### src/rtl/pu_fifo_pkg.sv
// Shared nitta attribute definitions: attribute bus layout and flag positions.
package pu_fifo_pkg;

    // Attribute bus width and flag bit positions used across processing units
    localparam int unsigned NittaAttrWidth   = 4;
    localparam int unsigned NittaSignIdx     = 0;
    localparam int unsigned NittaOverflowIdx = 1;

endpackage

### src/rtl/pu_fifo_mem.sv
// Register-array storage for pu_fifo: one synchronous write port, one asynchronous read port.
module pu_fifo_mem #(
    parameter int unsigned Depth = 8,
    parameter int unsigned Width = 36,
    localparam int unsigned AddrW = $clog2(Depth)
) (
    input  logic             clk,
    input  logic             we_i,
    input  logic [AddrW-1:0] waddr_i,
    input  logic [Width-1:0] wdata_i,
    input  logic [AddrW-1:0] raddr_i,
    output logic [Width-1:0] rdata_o
);

    logic [Width-1:0] mem_q [Depth];

    // Write port; contents are never reset
    always_ff @(posedge clk) begin
        if (we_i) begin
            mem_q[waddr_i] <= wdata_i;
        end
    end

    assign rdata_o = mem_q[raddr_i];

endmodule

### src/rtl/pu_fifo.sv
// FIFO processing unit: stores {attr, data} words pushed from the bus and drives the head
// onto a registered, OR-combinable output one cycle after signal_oe.
module pu_fifo
    import pu_fifo_pkg::*;
#(
    parameter int unsigned DATA_WIDTH = 32,
    parameter int unsigned ATTR_WIDTH = NittaAttrWidth,
    parameter int unsigned SIGN       = NittaSignIdx,
    parameter int unsigned OVERFLOW   = NittaOverflowIdx,
    parameter int unsigned DEPTH      = 8
) (
    input  logic                  clk,
    input  logic                  rst,
    input  logic                  signal_wr,
    input  logic [DATA_WIDTH-1:0] data_in,
    input  logic [ATTR_WIDTH-1:0] attr_in,
    input  logic                  signal_oe,
    input  logic                  signal_rd,
    output logic [DATA_WIDTH-1:0] data_out,
    output logic [ATTR_WIDTH-1:0] attr_out,
    output logic                  full,
    output logic                  empty
);

    localparam int unsigned PtrW   = $clog2(DEPTH);
    localparam int unsigned EntryW = ATTR_WIDTH + DATA_WIDTH;
    localparam logic [PtrW:0] FullCount = (PtrW + 1)'(DEPTH);

    logic [PtrW-1:0]       wr_ptr_q, wr_ptr_d;
    logic [PtrW-1:0]       rd_ptr_q, rd_ptr_d;
    logic [PtrW:0]         count_q, count_d;
    logic                  lost_q, lost_d;
    logic [DATA_WIDTH-1:0] data_out_q, data_out_d;
    logic [ATTR_WIDTH-1:0] attr_out_q, attr_out_d;

    logic                  push, pop, mem_we;
    logic [EntryW-1:0]     head;
    logic [DATA_WIDTH-1:0] head_data;
    logic [ATTR_WIDTH-1:0] head_attr;

    assign full      = (count_q == FullCount);
    assign empty     = (count_q == '0);
    assign pop       = signal_oe & signal_rd & ~empty;
    // A full FIFO still accepts a word when the head leaves in the same cycle
    assign push      = signal_wr & (~full | pop);
    assign mem_we    = push & ~rst;
    assign head_data = head[DATA_WIDTH-1:0];
    assign head_attr = head[EntryW-1 -: ATTR_WIDTH];

    pu_fifo_mem #(
        .Depth (DEPTH),
        .Width (EntryW)
    ) u_mem (
        .clk     (clk),
        .we_i    (mem_we),
        .waddr_i (wr_ptr_q),
        .wdata_i ({attr_in, data_in}),
        .raddr_i (rd_ptr_q),
        .rdata_o (head)
    );

    // Next-state for pointers, occupancy, lost flag and the registered output bus
    always_comb begin
        wr_ptr_d   = wr_ptr_q;
        rd_ptr_d   = rd_ptr_q;
        count_d    = count_q;
        lost_d     = lost_q;
        data_out_d = '0;
        attr_out_d = '0;

        if (push) begin
            wr_ptr_d = wr_ptr_q + 1'b1;
        end
        if (pop) begin
            rd_ptr_d = rd_ptr_q + 1'b1;
        end
        if (push && !pop) begin
            count_d = count_q + 1'b1;
        end else if (pop && !push) begin
            count_d = count_q - 1'b1;
        end

        if (signal_oe) begin
            if (!empty) begin
                // Report any dropped write with this read, then forget it
                data_out_d           = head_data;
                attr_out_d           = head_attr;
                attr_out_d[SIGN]     = head_attr[SIGN];
                attr_out_d[OVERFLOW] = head_attr[OVERFLOW] | lost_q;
                lost_d               = 1'b0;
            end else begin
                // Underflow: zero word flagged as an error
                attr_out_d[OVERFLOW] = 1'b1;
            end
        end

        // A drop in the same cycle as a reporting read is kept for the next read
        if (signal_wr && !push) begin
            lost_d = 1'b1;
        end
    end

    // State register with synchronous, active-high reset taking priority
    always_ff @(posedge clk) begin
        if (rst) begin
            wr_ptr_q   <= '0;
            rd_ptr_q   <= '0;
            count_q    <= '0;
            lost_q     <= 1'b0;
            data_out_q <= '0;
            attr_out_q <= '0;
        end else begin
            wr_ptr_q   <= wr_ptr_d;
            rd_ptr_q   <= rd_ptr_d;
            count_q    <= count_d;
            lost_q     <= lost_d;
            data_out_q <= data_out_d;
            attr_out_q <= attr_out_d;
        end
    end

    assign data_out = data_out_q;
    assign attr_out = attr_out_q;

endmodule

### config.mk
export PLATFORM = sky130hd
export DESIGN_NAME = pu_fifo
export DESIGN_NICKNAME = d
export VERILOG_FILES = /design/src/rtl/pu_fifo_pkg.sv /design/src/rtl/pu_fifo_mem.sv /design/src/rtl/pu_fifo.sv
export SDC_FILE = /design/constraint.sdc
export NUM_CORES = 1
export LEC_CHECK = 0
export ABC_AREA = 1
export CAP_MARGIN = 20
export CORE_UTILIZATION = 50
export CTS_CLUSTER_SIZE = 40
export DETAILED_ROUTE_END_ITERATION = 16
export PLACE_DENSITY = 0.69
export SYNTH_ARGS = -nofsm -noshare
export SYNTH_HDL_FRONTEND = slang
export SYNTH_SLANG_ARGS = --single-unit
### constraint.sdc
create_clock -name clk -period 5.85 [get_ports clk]
set_input_delay 0.585 -clock clk [delete_from_list [all_inputs] [get_ports clk]]
set_output_delay 0.585 -clock clk [all_outputs]
set_load 0.05 [all_outputs]
### Word level (Yosys, flattened, before mapping)

Memories as Yosys holds them, arrays and structs flattened. A register that Yosys moved wholly into a read port is not among the register bits.
Index checks and enable logic that the tools add are counted.

| storage, ports and cells | value |
|---|---|
| bits of input ports | 41 |
| RAM bits | 288 |
| memories | 1 |
| register bits | 47 |

| operators by class | value |
|---|---|
| add/sub/neg operators | 4 |
| reductions and logical operators | 11 |
| equality and inequality tests | 2 |
| muxes and demuxes | 10 |
| bitwise gates (word level) | 10 |

Memories:

| name | depth | width | rd ports | clocked after memory_dff | write ports | RTL line | text |
|---|---|---|---|---|---|---|---|
| u_mem.mem_q | 8 | 36 | 1 | 1 | 1 | pu_fifo_mem.sv:15 | `logic [Width-1:0] mem_q [Depth];` |

Operator list:

| operator | count |
|---|---|
| $mux W4 | 2 |
| $add A3 B1 Y3 const B | 2 |
| $mux W1 | 6 |
| $mux W3 | 2 |
| $add A4 B1 Y4 const B | 1 |
| $and A1 B1 Y1 | 4 |
| $eq A4 B4 Y1 const B | 1 |
| $logic_not A4 Y1 | 1 |
| $not A1 Y1 | 4 |
| $reduce_bool A2 Y1 | 2 |
| $sub A4 B1 Y4 const B | 1 |
| $logic_and A1 B1 Y1 | 3 |
| $reduce_or A3 Y1 | 1 |
| $logic_not A1 Y1 | 2 |
| $ne A2 B1 Y1 const B | 1 |
| $or A1 B1 Y1 | 2 |
| $reduce_and A2 Y1 | 1 |
| $reduce_or A2 Y1 | 1 |

### Depth between registers and ports, before layout

Gate-level depths: netlist (run 1).

| depth | value |
|---|---|
| depth in word-level cells | 9 |
| mapped depth | 14 |

### Hierarchy

From an unflattened synthesis (run 1), not the netlist that was laid out.

| unflattened totals | value |
|---|---|
| cells, all modules | 1458 |
| area, all modules | 14307.5 µm² |

By module, submodules not included:

| module | area an instance (µm²) | sequential area each (µm²) | cells an instance | instances |
|---|---|---|---|---|
| pu_fifo_mem | 12560.8 | 8648.3 | 1261 | 1 |
| pu_fifo | 1746.7 | 940.9 | 197 | 1 |

### Least setup slack after synthesis (run 1)

Ideal clock, no wire load.

| path | value |
|---|---|
| kind | input port to flip-flop |
| start | input signal_rd |
| end | memory u_mem.mem_q[0][0] (enable) |
| path slack | 2.751 ns |
| stages | 5 |
| arrival time | 2.669 ns |
| path through | nand2_1 nand4_1 nand2_1 or2_2 nor2_1 |

| on the way | value |
|---|---|
| longest elaborated chain between the ends | 7 |

Ends and longest elaborated chain:

| element | RTL line | text |
|---|---|---|
| start, declared | pu_fifo.sv:18 | `input logic signal_rd,` |
| $and A1 B1 Y1 (2 in a row) | pu_fifo.sv:43 | `assign pop = signal_oe & signal_rd & ~empty;` |
| $or A1 B1 Y1 | pu_fifo.sv:45 | `assign push = signal_wr & (~full \| pop);` |
| $and A1 B1 Y1 | pu_fifo.sv:45 |  |
| $and A1 B1 Y1 | pu_fifo.sv:46 | `assign mem_we = push & ~rst;` |
| $mux W1 | pu_fifo_mem.sv:19 | `if (we_i) begin` |
| $mux W1 (implied by the code) | pu_fifo_mem.sv:20 | `mem_q[waddr_i] <= wdata_i;` |
| end, declared | pu_fifo_mem.sv:15 |  |

No other way between the ends.

### Worst setup path in the final report (run 1)

| path | value |
|---|---|
| start | register count_q[0] |
| end | output empty |

| on the way | value |
|---|---|
| longest elaborated chain between the ends | 1 |

Ends and longest elaborated chain:

| element | RTL line | text |
|---|---|---|
| start, declared | pu_fifo.sv:31 | `logic [PtrW:0] count_q, count_d;` |
| start signal, assigned | pu_fifo.sv:115 | `count_q <= count_d;` |
| $logic_not A4 Y1 | pu_fifo.sv:42 | `assign empty = (count_q == '0);` |
| end, declared | pu_fifo.sv:22 | `output logic empty` |

No other way between the ends.

==> results.toml, run 1 <==
[die]
die_h_um = 163
fp.dieW_um = 163
core_region_area_sq_um = 25300
die_area_sq_um = 26500
ios = 79
num_rows = 58
initial_utilization = 0.512

[worst_setup_path]
cp.arrival_ns = 2.07
end_kind = "primary output"
r2r_end = "data_out[28]$_SDFF_PP0_"
crit_start = "count_q[0]$_SDFFE_PP0P_"
path_depth = 4
regToRegSetupSlack_ns = 3.38
cp-endpoint = "empty"
path_buf_inv = 2
cpPeakStageDelay_ns = 0.81
worstSetupPathType = "register to primary output"
crit_required_ns = 5.27
critPathSlowestCell = "clkdlybuf4s50_1"
crit_path_start_kind = "register"
crit_fanout = 5
crit_family = "buffers and inverters"
reg2reg_depth = 6
crit_chain = "nor2_2 -> nand3_2 -> inv_1 -> clkdlybuf4s50_1"

[global_route]
overflow = 0
grt_pass1_wl_mm = 39.4
busiest_layer = "met2"
grt_use_total = 0.192
use_met3 = 0.0311
grt_pass1_vias = 7508
antenna_found_initial = 0
grt_max_degree = 97
met1_usage = 0.256
grtUsageMet2 = 0.322

[sta]
period_share = 0.454
rsz0062_at_grt = "no"
tns_ns = 0
min_period_ns = 2.66
worst_pin_slew_ns = 1.04
slew_viol_final = 0
finalHoldViolations = 0
finalSetupViolCount = 0
fin_skew_ns = 0.0107
max_slew_margin = 0.302
fmax_mhz = 376

[clock_tree]
cts_root_buf = "clkbuf_16"
cts-hold-fix-buffers = 0
cts_tree = "built"
insertion_delay_ns = 0.51
numCtsBuffers = 34
cts_resized = 0
post_cts_buffers = 0
cts.sinks = 338
path_clk_slew_ns = 0.06
ctsHtreeMaxLevel = 2
cts_buffer_depth = 3

[cells_and_area]
final_nets = 1185
area_delta_synth_final_pct = 16.7
final_util = 0.598
regArea_sq_um = 9660
multi_input_area_sq_um = 2920
num_antenna_cells = 0
drive_above_1_share = 0.0696
nFillCells = 1960

[drt]
drt_wl_total_mm = 24.9
first_pass_iters = 5
viasPerCell = 5.23
wire_per_inst_um = 16.6
dr_total_vias = 7814
drc = 0
drt_iter0_markers = 592
antenna_left = 0

[power]
p_per_area_nw_per_um2 = 401
max-vdd-ir-drop_uv = 231
power_leakage_nw = 5.16
power.total_mw = 6.05

[placed_design]
port_buffers = 78
globalplace.congestion = 0.721
place_hpwl_mm = 12.5

[synthesis]
synth-seq-cells = 338
yosysWarningCount = 0
synth_area_sq_um = 12900
ys_types = 30
synthCells = 1070
synth_nets = 1117
yosysSeqAreaShare = 0.746
synth.avg_cell_area_sq_um = 12.1

[hold_path]
hold_class = "register to register"

[outcome]
status = "complete, no violations"

[run]
cap_violations = 0
worst register-to-register path, stage by stage, from the launching register on:
cell and delay [ns]:
dfxtp_4 0.51, inv_4 0.75, buf_4 0.61, o21ai_0 0.23
nand3_1 0.13, nand2_1 0.06, nor2_1 0.11
Yosys cell counts, drive strengths merged:
cell / count / area share
nor2: 336 / 0.098
edfxtp: 288 / 0.67
o21ai: 179 / 0.069
nand2: 68 / 0.020
dfxtp: 50 / 0.077
nand3: 47 / 0.019
buf: 35 / 0.020
clkbuf: 23 / 0.0068
inv: 20 / 0.0060
a21oi: 8 / 0.0031
ha: 5 / 0.0048
xor2: 4 / 0.0027
or2: 2 / 0.00097
fa: 1 / 0.0015
nand2b: 1 / 0.00048
nand3b: 1 / 0.00058
nand4: 1 / 0.00048
nor4: 1 / 0.00048
per-layer routing:
| metal | share of wire | wire (um) | vias to the layer above |
|---|---|---|---|
| met5 | 0 | 0 | - |
| met4 | 0.019 | 470 | 0 |
| met3 | 0.045 | 1120 | 44 |
| met2 | 0.49 | 12100 | 170 |
| met1 | 0.45 | 11100 | 3758 |
| li1 | - | - | 3842 |
logic make-up after synthesis:
| group | count (synthesis) | synth area share |
|---|---|---|
| xor gates and xnor gates | 4 | 0.00271 |
| and+or+nand+nor | 457 | 0.140 |
| AOI/OAI and AO/OA | 187 | 0.0723 |
| buffers and inverters | 78 | 0.0330 |
| adders and majority gates | 6 | 0.00638 |
| DFF | 338 | 0.746 |
stage by stage:
step / setup slack [ns] / hold WS [ns] / std cells / instance area [sq um]
final: 3.19 / 0.468 / 1494 / 15100
after CTS: 3.16 / 0.470 / 1493 / 15100
after global placement: 2.76 / 0.455 / 1431 / 13900
after detailed placement: 2.67 / 0.461 / 1431 / 13900
after floorplan: 2.75 / 0.444 / 1070 / 12900
after global routing: 3.06 / 0.507 / 1494 / 15100
state kept, by name, indices dropped and copies added (netlist names), named ones only:
name         cells
attr_out         4
count_q          4
data_out        32
lost_q           1
rd_ptr_q         3
u_mem.mem_q    288
wr_ptr_q         3
cell usage in the layout, fill, tap and decap left out, drive strengths merged:
cell type,n
nor2,336
edfxtp,288
o21ai,179
clkdlybuf4s50,78
nand2,68
dfxtp,50
nand3,47
clkbuf,41
inv,20
clkinv,17
buf,12
a21oi,8
ha,5
xor2,4
bufinv,4
or2,2
nand4,1
nor4,1
nand2b,1
nand3b,1
fa,1
power by group:
| group | switching (mW) | internal [mW] | total (mW) |
|---|---|---|---|
| clock network | 0.869 | 1.32 | 2.19 |
| registers | 0.0809 | 2.74 | 2.82 |
| logic | 0.706 | 0.324 | 1.03 |
worst min path at each step:
stage	startpoint	endpoint	slack, ns	cells after the start
after floorplan	lost_q$_SDFFE_PP0P_	lost_q$_SDFFE_PP0P_	0.44	2
after global placement	lost_q$_SDFFE_PP0P_	lost_q$_SDFFE_PP0P_	0.45	2
after detailed placement	lost_q$_SDFFE_PP0P_	lost_q$_SDFFE_PP0P_	0.46	2
after CTS	lost_q$_SDFFE_PP0P_	lost_q$_SDFFE_PP0P_	0.47	2
after global routing	lost_q$_SDFFE_PP0P_	lost_q$_SDFFE_PP0P_	0.51	2
final	lost_q$_SDFFE_PP0P_	lost_q$_SDFFE_PP0P_	0.47	2
final cells by class:
cell class / instances / area share
flip-flops and latches: 338 / 0.640
multi-input cells: 654 / 0.194
clock buffers: 41 / 0.0623
repair buffers: 90 / 0.0585
well taps: 330 / 0.0273
clock inverters: 21 / 0.0134
inverters: 20 / 0.00514
(Power assumes the default switching activity.)
==> run 2: changes to the inputs <==
Clock period 5.85 ns to 2.57 ns, I/O delays scaled along.
==> run 2 against run 1 <==
Clock power increased by 120%. Cell count increased by 0.94%. Setup slack got worse by 3.1 ns.
==> results.toml, run 2 (synthesized netlist as in run 1, its figures left out) <==
[outcome]
status = "complete, no violations"

[worst_setup_path]
crit_path_start_kind = "register"
cp.arrival_ns = 2.18
crit_fanout = 4
end_kind = "primary output"
worstSetupPathType = "register to primary output"
crit_required_ns = 2.31
reg2reg_depth = 13

[cells_and_area]
drive_above_1_share = 0.0756
layout_commonest_cell = "nor2_1"
area_delta_synth_final_pct = 18.4
num_antenna_cells = 0
final_nets = 1197
largest_reg_flops = 288
final_area_sq_um = 15300
final_util = 0.607
mostFrequentLayoutCells = "nor2_1 (326), edfxtp_1 (288), o21ai_0 (111)"
nFillCells = 1939
largest_register = "u_mem.mem_q"

[sta]
period_share = 0.950
finalSetupViolCount = 0
fmax_mhz = 410
rsz0062_at_grt = "no"
finalHoldViolations = 0
fin_skew_ns = 0.0172
slew_viol_final = 0
worst_pin_slew_ns = 0.747
min_period_ns = 2.44
max_slew_margin = 0.502
tns_ns = 0

[drt]
drt_iter0_markers = 662
dr_total_vias = 7904
wire_per_inst_um = 17.0
antenna_left = 0
first_pass_iters = 7
drt_wl_total_mm = 25.7
drc = 0
viasPerCell = 5.24

[clock_tree]
numCtsBuffers = 36
insertion_delay_ns = 0.52
cts_resized = 0
cts_buffer_depth = 3
path_clk_slew_ns = 0.06
cts.sinks = 338
cts_root_buf = "clkbuf_16"
ctsHtreeMaxLevel = 2
cts-hold-fix-buffers = 0
cts_tree = "built"
post_cts_buffers = 0

[die]
die_h_um = 163
core_region_area_sq_um = 25300
num_rows = 58
ios = 79
fp.dieW_um = 163
die_area_sq_um = 26500
initial_utilization = 0.512

[power]
p_per_area_nw_per_um2 = 892
max-vdd-ir-drop_uv = 638
power_leakage_nw = 5.24

[hold_path]
hold_class = "primary input to register"
hold_path_depth = 3

[placed_design]
port_buffers = 78
globalplace.congestion = 0.767
placed_area_sq_um = 14200
place_hpwl_mm = 14.3

[global_route]
grt_max_degree = 145
grt_pass1_vias = 7744
grt_use_total = 0.198
overflow = 0
antenna_found_initial = 0
grt_pass1_wl_mm = 40.5

[run]
cap_violations = 0
run 2: per-stage QoR:
stage | total power, mW | hold WS (ns) | std cells | setup WS, ns
after floorplan | 8.26 | 0.356 | 1070 | -0.365
after global routing | 14.2 | 0.395 | 1508 | 0.0115
after global placement | 8.98 | 0.453 | 1442 | 0.101
final | 13.7 | 0.393 | 1508 | 0.130
after detailed placement | 9.02 | 0.466 | 1442 | 0.0494
after CTS | 13.8 | 0.380 | 1508 | 0.0751
run 2: worst max-delay path, stage by stage (launching register included):
cell and delay, ns:
dfxtp_1 0.39, inv_1 0.11, nor4_1 0.31, clkdlybuf4s50_1 0.87
run 2: area by class of cell:
type,count,area [sq um],area share
multi-input cells,654,2920,0.191
clock inverters,18,113,0.00735
repair buffers,100,1160,0.0756
clock buffers,48,977,0.0638
inverters,20,77.6,0.00506
flip-flops and latches,338,9660,0.630
well taps,330,413,0.0270
run 2: final timing paths:
check | start | slack (ns) | to
min reg2reg | lost_q$_SDFFE_PP0P_ | 0.47 | lost_q$_SDFFE_PP0P_
max | count_q[3]$_SDFFE_PP0P_ | 0.13 | full
max reg2reg | count_q[0]$_SDFFE_PP0P_ | 0.36 | count_q[3]$_SDFFE_PP0P_
min | signal_wr | 0.39 | lost_q$_SDFFE_PP0P_
run 2: metal layers:
metal / global-route usage / up-vias / part of all wire / routed length (um)
li1: - / 3879 / - / -
met4: 0.0624 / 0 / 0.021 / 531
met2: 0.346 / 209 / 0.50 / 12900
met5: 0 / - / 0 / 0
met1: 0.251 / 3769 / 0.43 / 11100
met3: 0.0336 / 47 / 0.045 / 1140
run 2: where the power goes:
part / internal, mW / total, mW / leakage, nW / switching [mW]
clock: 2.78 / 4.76 / 0.538 / 1.98
combinational: 0.821 / 2.53 / 1.69 / 1.71
sequential: 6.24 / 6.36 / 3.01 / 0.121
total: 9.84 / 13.7 / 5.24 / 3.82
==> run 3: changes to the inputs <==
Settings changed: CAP_MARGIN 20 to 5, CELL_PAD_IN_SITES_DETAIL_PLACEMENT set to 1, CELL_PAD_IN_SITES_GLOBAL_PLACEMENT set to 1, CORE_UTILIZATION 50 to 48, PLACE_DENSITY 0.69 to unset, PLACE_DENSITY_LB_ADDON set to 0.1.
==> run 3 against run 2 <==
The flow now finishes with violations (design-rule violations). Sequential cell count stayed put. Cell area rose by 1.2%. Count of clock-buffer cells in the layout grew 4. Sequential share of layout area fell by 0.75 points. Routed wire length grew 19%. Critical path depth is the same. Global-route usage rose by 3.1 points. Setup slack better by 0.053 ns. Sequential power up 0.6%. First-iteration DRC count down 2.4%. Total power up 3.8%. Non-clock buffer count increased by 7. Largest cell class unchanged. Highest routed layer unchanged.
==> results.toml, run 3 (synthesized netlist as in run 1, its figures left out) <==
[power]
power.internal_mw = 10.2
pwr-share-clk = 0.363
power_leakage_nw = 5.33
power.total_mw = 14.2
pwr-share-comb = 0.186
p_per_area_nw_per_um2 = 915
switching_share = 0.281
p_sw_mw = 3.98
seqPwrFrac = 0.451
max-vdd-ir-drop_uv = 723

[sta]
fmax_mhz = 419
min_period_ns = 2.39
period_share = 0.929
tns_ns = 0
worst_hold_slack_ns = 0.392
slew_viol_final = 0
finalHoldViolations = 0
finalSetupViolCount = 0
fin_skew_ns = 0.0132
worst_pin_slew_ns = 0.674
max_slew_margin = 0.551
rsz0062_at_grt = "no"

[hold_path]
hold_class = "primary input to register"
hold_path_depth = 3

[die]
fp.dieW_um = 166
die_h_um = 166
die_area_sq_um = 27600
num_rows = 59
initial_utilization = 0.492
ios = 79
core_region_area_sq_um = 26300

[worst_setup_path]
reg2reg_depth = 13
crit_required_ns = 2.31
crit_start = "count_q[3]$_SDFFE_PP0P_"
crit_fanout = 4
worstSetupPathType = "register to primary output"
cp.arrival_ns = 2.13
crit_path_start_kind = "register"
critPathSlowestCell = "clkdlybuf4s50_1"
regToRegSetupSlack_ns = 0.41
end_kind = "primary output"
crit_chain = "inv_1 -> nor4_1 -> clkdlybuf4s50_1"
reg2reg_from = "count_q[0]$_SDFFE_PP0P_"
cp-endpoint = "full"
r2r_end = "count_q[3]$_SDFFE_PP0P_"
cpPeakStageDelay_ns = 0.85

[cells_and_area]
final_nets = 1205
drive_above_1_share = 0.0843
layout_commonest_cell = "nor2_1"
final_util = 0.590
area_delta_synth_final_pct = 19.8
largest_reg_flops = 288
num_antenna_cells = 0
largest_register = "u_mem.mem_q"
mostFrequentLayoutCells = "nor2_1 (326), edfxtp_1 (288), o21ai_0 (111)"
final_area_sq_um = 15500
nFillCells = 2607

[global_route]
grt_max_degree = 108
grt_pass1_wl_mm = 49.2
met1_usage = 0.298
overflow = 0
busiest_layer = "met2"
use_met3 = 0.0305
grtUsageMet2 = 0.402
antenna_found_initial = 0
grt_use_total = 0.229
grt_pass1_vias = 8941

[clock_tree]
cts.sinks = 338
numCtsBuffers = 37
path_clk_slew_ns = 0.06
cts_tree = "built"
cts_buffer_depth = 3
cts_resized = 0
cts-hold-fix-buffers = 0
post_cts_buffers = 0
ctsHtreeMaxLevel = 2
insertion_delay_ns = 0.51
cts_root_buf = "clkbuf_16"

[placed_design]
place_hpwl_mm = 18.0
port_buffers = 78
placed_area_sq_um = 14300
globalplace.congestion = 0.738

[drt]
wire_per_inst_um = 20.1
viasPerCell = 5.43
antenna_left = 0
drt_wl_total_mm = 30.6
dr_total_vias = 8263
first_pass_iters = 10
drc = 7
drt_iter0_markers = 646

[outcome]
violations = "design-rule violations"
status = "complete, but fails checks"

[run]
cap_violations = 0
-- run 3: cell types whose count changed in the layout (fill, tap and decap cells not counted), sizes merged --
cell | before | now
clkinvlp | 0 | 1
buf | 22 | 29
clkinv | 15 | 9
bufinv | 1 | 3
clkbuf | 48 | 52
-- run 3: worst max-delay path: cells and delay by family, from the launching register on --
kind	cells	cell delay, ns
buf+inv	2	0.96
simple gates	1	0.27
flops	1	0.39
-- run 3: area by class of cell --
| cell class | count | area (sq um) | share of cell area |
|---|---|---|---|
| sequential | 338 | 9660 | 0.623 |
| multi-input combinational | 654 | 2920 | 0.188 |
| timing repair buffer | 107 | 1240 | 0.0797 |
| clock buffer | 52 | 1030 | 0.0666 |
| tap | 335 | 419 | 0.0270 |
| clock inverter | 15 | 158 | 0.0102 |
| inverter | 20 | 77.6 | 0.00500 |
-- run 3: metal layers --
layer	vias to the layer above	part of all wire
li1	3895	-
met1	4147	0.43
met2	174	0.51
met3	47	0.037
met4	0	0.021
met5	-	0
-- run 3: power groups by stage --
stage	sequential [mW]	combinational [mW]	clock (mW)
finish	6.40	2.64	5.14
global route	6.43	2.92	5.43
CTS	6.40	2.68	5.25
detailed placement	6.51	2.65	0
global placement	6.50	2.57	0
floorplan	6.83	1.42	0
-- run 3: stage by stage --
stage                     std cells  setup slack [ns]
after floorplan                1070            -0.365
after global placement         1454             0.173
after detailed placement       1454             0.122
after CTS                      1521             0.128
after global routing           1521            0.0879
final                          1521             0.183
-- run 3: worst min path at each step --
| stage | slack, ns | startpoint | endpoint |
|---|---|---|---|
| after floorplan | 0.36 | data_in[0] | u_mem.mem_q[0][0]$_DFFE_PP_ |
| after detailed placement | 0.47 | lost_q$_SDFFE_PP0P_ | lost_q$_SDFFE_PP0P_ |
| final | 0.39 | signal_wr | lost_q$_SDFFE_PP0P_ |
| after global routing | 0.42 | signal_wr | lost_q$_SDFFE_PP0P_ |
| after global placement | 0.46 | lost_q$_SDFFE_PP0P_ | lost_q$_SDFFE_PP0P_ |
| after CTS | 0.38 | signal_wr | lost_q$_SDFFE_PP0P_ |
==> patch 1, RTL diff (settings of run 3) <==
Set the parameter `DATA_WIDTH` to 36 (it was 32).
--- a/src/rtl/pu_fifo.sv
+++ b/src/rtl/pu_fifo.sv
@@ -3,7 +3,7 @@
 module pu_fifo
     import pu_fifo_pkg::*;
 #(
-    parameter int unsigned DATA_WIDTH = 32,
+    parameter int unsigned DATA_WIDTH = 36,
     parameter int unsigned ATTR_WIDTH = NittaAttrWidth,
     parameter int unsigned SIGN       = NittaSignIdx,
     parameter int unsigned OVERFLOW   = NittaOverflowIdx,
Ports: changed (resized data_in and data_out); port bits go from 79 to 87. The function was not compared with the original's and may differ.
==> patch 1 against run 3 <==
- setup slack lost 0.035 ns
- wire length rose by 7.3%
- final area increased by 8.8%
- cell count rose by 11%
- global-route usage shrank 0.93 points
- power is 6.7% higher
- clock power increased by 2%
- area after synthesis grew 10%
- non-clock buffer count increased by 6
- sequential cell count is 36 higher
- critical path type unchanged
- largest cell class unchanged
- highest routed layer is now met5
==> patch 1: results (changes against run 3) <==
status completed; Peak VDD IR 628 uV (-13%); gpl congestion 0.730 (-1.1%); Mapped Nets 1229 (+10%); first-pass GRT wire length 52300 um (+6.2%); Worst Skew 0.0158 ns (+0.00264 ns); Worst slew margin 0.520 (-0.0308); pin count of the biggest net entering global routing 161 (+49%); crit path DAT 2.16 ns (+0.03 ns); dpl cell area 15700 sq um (+9.4%); sequential area share after synthesis 0.749 (+0.00271); synth top area cells edfxtp_1, nor2_1, dfxtp_1; XOR/XNOR Fraction of Synth Area 0.00245 (-0.000255); Post-synth EDFFs 320 (+11%); WL met3 1170 um (+4.5%); Data buffer area share 0.0720 (-0.00778); global routing usage on met3 0.0313 (+0.000772); Final clock-cell share 0.0713 (-0.00546); DRT iter0 DRCs 595 (-7.9%); Post-DP HPWL 18300 um (+1.6%); Synth Area in Adders 0.00578 (-0.000601); via count 9076 (+9.8%); worst setup path endpoint empty; Port Buffers 86 (+10%); Routed WL per cell 19.6 um (-2.9%); P_leak 0.00575 uW (+8.0%); multi-input combinational cell area 3190 sq um (+9.2%); DR WL met2 16200 um (+3.1%); clk_buf instances 62 (+19%); Largest register FFs 320 (+11%); synthesized flop and latch total 374 (+11%); vias in the first global route 9725 (+8.8%); Seq/total area 0.635 (+0.0115); Synth Area per Inst 12.1 sq um (+0.27%); Synth cell types 27 (-10%); WL met1 15000 um (+13%); M1 GR Usage 0.292 (-0.00696); Synth Area in Compound Gates 0.0725 (+0.000202); All-Layer GR Usage 0.220 (-0.00933); Commonest cells post-synth nor2_1, edfxtp_1, o21ai_0, o21ai_1, nand2_1
-- patch 1: changes by cell type after synthesis, moves of 2 or more --
cell	before	now
buf_2	11	15
buf_4	10	6
buf_6	9	12
clkbuf_1	22	24
clkbuf_2	1	4
dfxtp_1	50	54
edfxtp_1	288	320
nand2_1	67	71
nand3_1	46	50
nor2_1	334	371
o21ai_1	68	88
-- patch 1: metrics by stage --
step	setup slack (ns)	hold slack, ns	TNS, ns	utilization
5_1_grt	0.0490	0.443	0	0.581
3_3_place_gp	0.137	0.452	0	0.540
3_5_place_dp	0.0334	0.456	0	0.540
4_1_cts	0.131	0.388	0	0.581
2_1_floorplan	-0.548	0.356	-87.70	-
6_report	0.149	0.393	0	0.581
-- patch 1: power by group --
| part | switching, uW | total [uW] | internal, uW |
|---|---|---|---|
| clock | 2180 | 5260 | 3080 |
| sequential | 127 | 7030 | 6910 |
| combinational | 1950 | 2830 | 879 |
| total | 4260 | 15100 | 10900 |
==> patch 2, RTL diff (settings of run 3) <==
Made on the original files. One comparison of `count_q` changes from == to >=.
--- a/src/rtl/pu_fifo.sv
+++ b/src/rtl/pu_fifo.sv
@@ -38,7 +38,7 @@
     logic [DATA_WIDTH-1:0] head_data;
     logic [ATTR_WIDTH-1:0] head_attr;
 
-    assign full      = (count_q == FullCount);
+    assign full      = (count_q >= FullCount);
     assign empty     = (count_q == '0);
     assign pop       = signal_oe & signal_rd & ~empty;
     // A full FIFO still accepts a word when the head leaves in the same cycle
Behaviour: same outputs for any inputs over 4 cycles, from zero or initial values and one cycle with rst high; that may be too few to reach the edited logic, so the function may still have changed.
==> patch 2 against run 3 <==
- the flow still finishes with violations (design-rule violations)
- area after synthesis rose by 0.50%
- sequential cell count did not move
- worst hold slack improved by 0.084 ns
- setup slack improved by 0.084 ns
- wire length fell by 0.24%
- register-to-register slack got worse by 0.13 ns
- power fell by 3.9%
- die area rose by 0.49%
- highest routed layer is now met5
- final area fell by 0.77%
- first-iteration DRC count fell by 23%
- via count rose by 0.45%
- clock skew rose by 0.0095 ns
==> patch 2: results (changes against run 3) <==
via-per-instance ratio 5.46 (+0.45%); violated checks design-rule violations; top routing layer used met5; Reg2Reg Depth 15 (+2); Synth Area per Inst 12.1 sq um (+0.22%); Worst Skew 0.0227 ns (+0.00952 ns); routed wire length 30600 um (-0.24%); total CTS buffers 36 (-2.7%); initial antenna violation count 1 (+1); worst hold margin 0.476 ns (+0.0843 ns); clk_buf instances 55 (+5.8%); sequential area share after synthesis 0.742 (-0.00373); Worst slew margin 0.555 (+0.00437); DR WL met2 15500 um (-0.94%); Final Core Density 0.585 (-0.00457); All-Layer GR Usage 0.226 (-0.00368); #MultiIn Comb 657 (+0.46%); vias in the first global route 8952 (+0.12%); multi-input combinational cell area 2980 sq um (+2.1%); worst setup path endpoint empty; WL met1 13700 um (+3.4%); crit path DAT 2.05 ns (-0.08 ns); Commonest cells post-synth nor2_1, edfxtp_1, o21ai_0, nand2_1, o21ai_1; Sw Ratio 0.281 (+0.000341); dpl cell area 14300 sq um (-0.13%); crit-path max FO 5 (+1); pin count of the biggest net entering global routing 125 (+16%); Final clock-cell share 0.0708 (-0.00599); via count 8300 (+0.45%); Worst Hold Depth 2 (-1); deepest clock path buffer count 3 (unchanged); HP Class reg2reg; Synth cell types 27 (-10%); nets 1207 (+0.17%); Repair and plain buffers 108 (+0.93%); placed cells 1457 (+0.21%); hold_sp lost_q$_SDFFE_PP0P_; P_leak 0.00529 uW (-0.77%); flop2flop setup slack 0.28 ns (-0.13 ns); inverters 19 (-5.0%); status finished with violations; Peak VDD IR 571 uV (-21%); Data buffer area share 0.0752 (-0.00458); Worst Setup SP count_q[0]$_SDFFE_PP0P_; share of layout cells above drive strength 1 0.0944 (+0.0101); # fillers 2653 (+1.8%); first-pass GRT wire length 48600 um (-1.3%); gpl congestion 0.724 (-1.9%); DRT iter0 DRCs 499 (-23%); clock transition at the registers of the reported paths 0.06 ns (about the same); post-place setup slack 0.0362 ns (-0.0854 ns); DRC Markers 3 (-4); Achievable Freq 0.434 GHz (+3.7%); WL met3 890 um (-21%); synth top area cells edfxtp_1, nor2_1, dfxtp_1; Mapped Nets 1120 (+0.27%); Post-DP HPWL 17500 um (-2.6%)
## patch 2: per-layer routing
layer,global-route usage,vias to the layer above
li1,-,3895
met1,0.292,4219
met2,0.402,143
met3,0.0299,41
met4,0.0552,2
met5,0,-
## patch 2: kinds of logic (layout without fill, tap and decap cells)
family,count (synthesis),after routing,share of synthesized area
xor gates and xnor gates,4,4,0.00269
adders and majority gates,6,6,0.00635
buffers and inverters,78,191,0.0330
DFF,338,338,0.742
AOI/OAI and AO/OA,185,185,0.0712
and+or+nand+nor,462,462,0.145
## patch 2: power by group through the flow
stage / logic, uW / registers, uW / clock network (uW)
6_report: 2460 / 6390 / 4790
5_1_grt: 2710 / 6410 / 5110
4_1_cts: 2490 / 6390 / 4880
3_5_place_dp: 2470 / 6500 / 0
3_3_place_gp: 2390 / 6480 / 0
2_1_floorplan: 1330 / 6820 / 0
## patch 2: critical path: stages (launching register included)
cell	delay (ns)
dfxtp_1	0.35
nor2_1	0.19
nand2_4	0.11
inv_1	0.09
clkdlybuf4s50_1	0.80
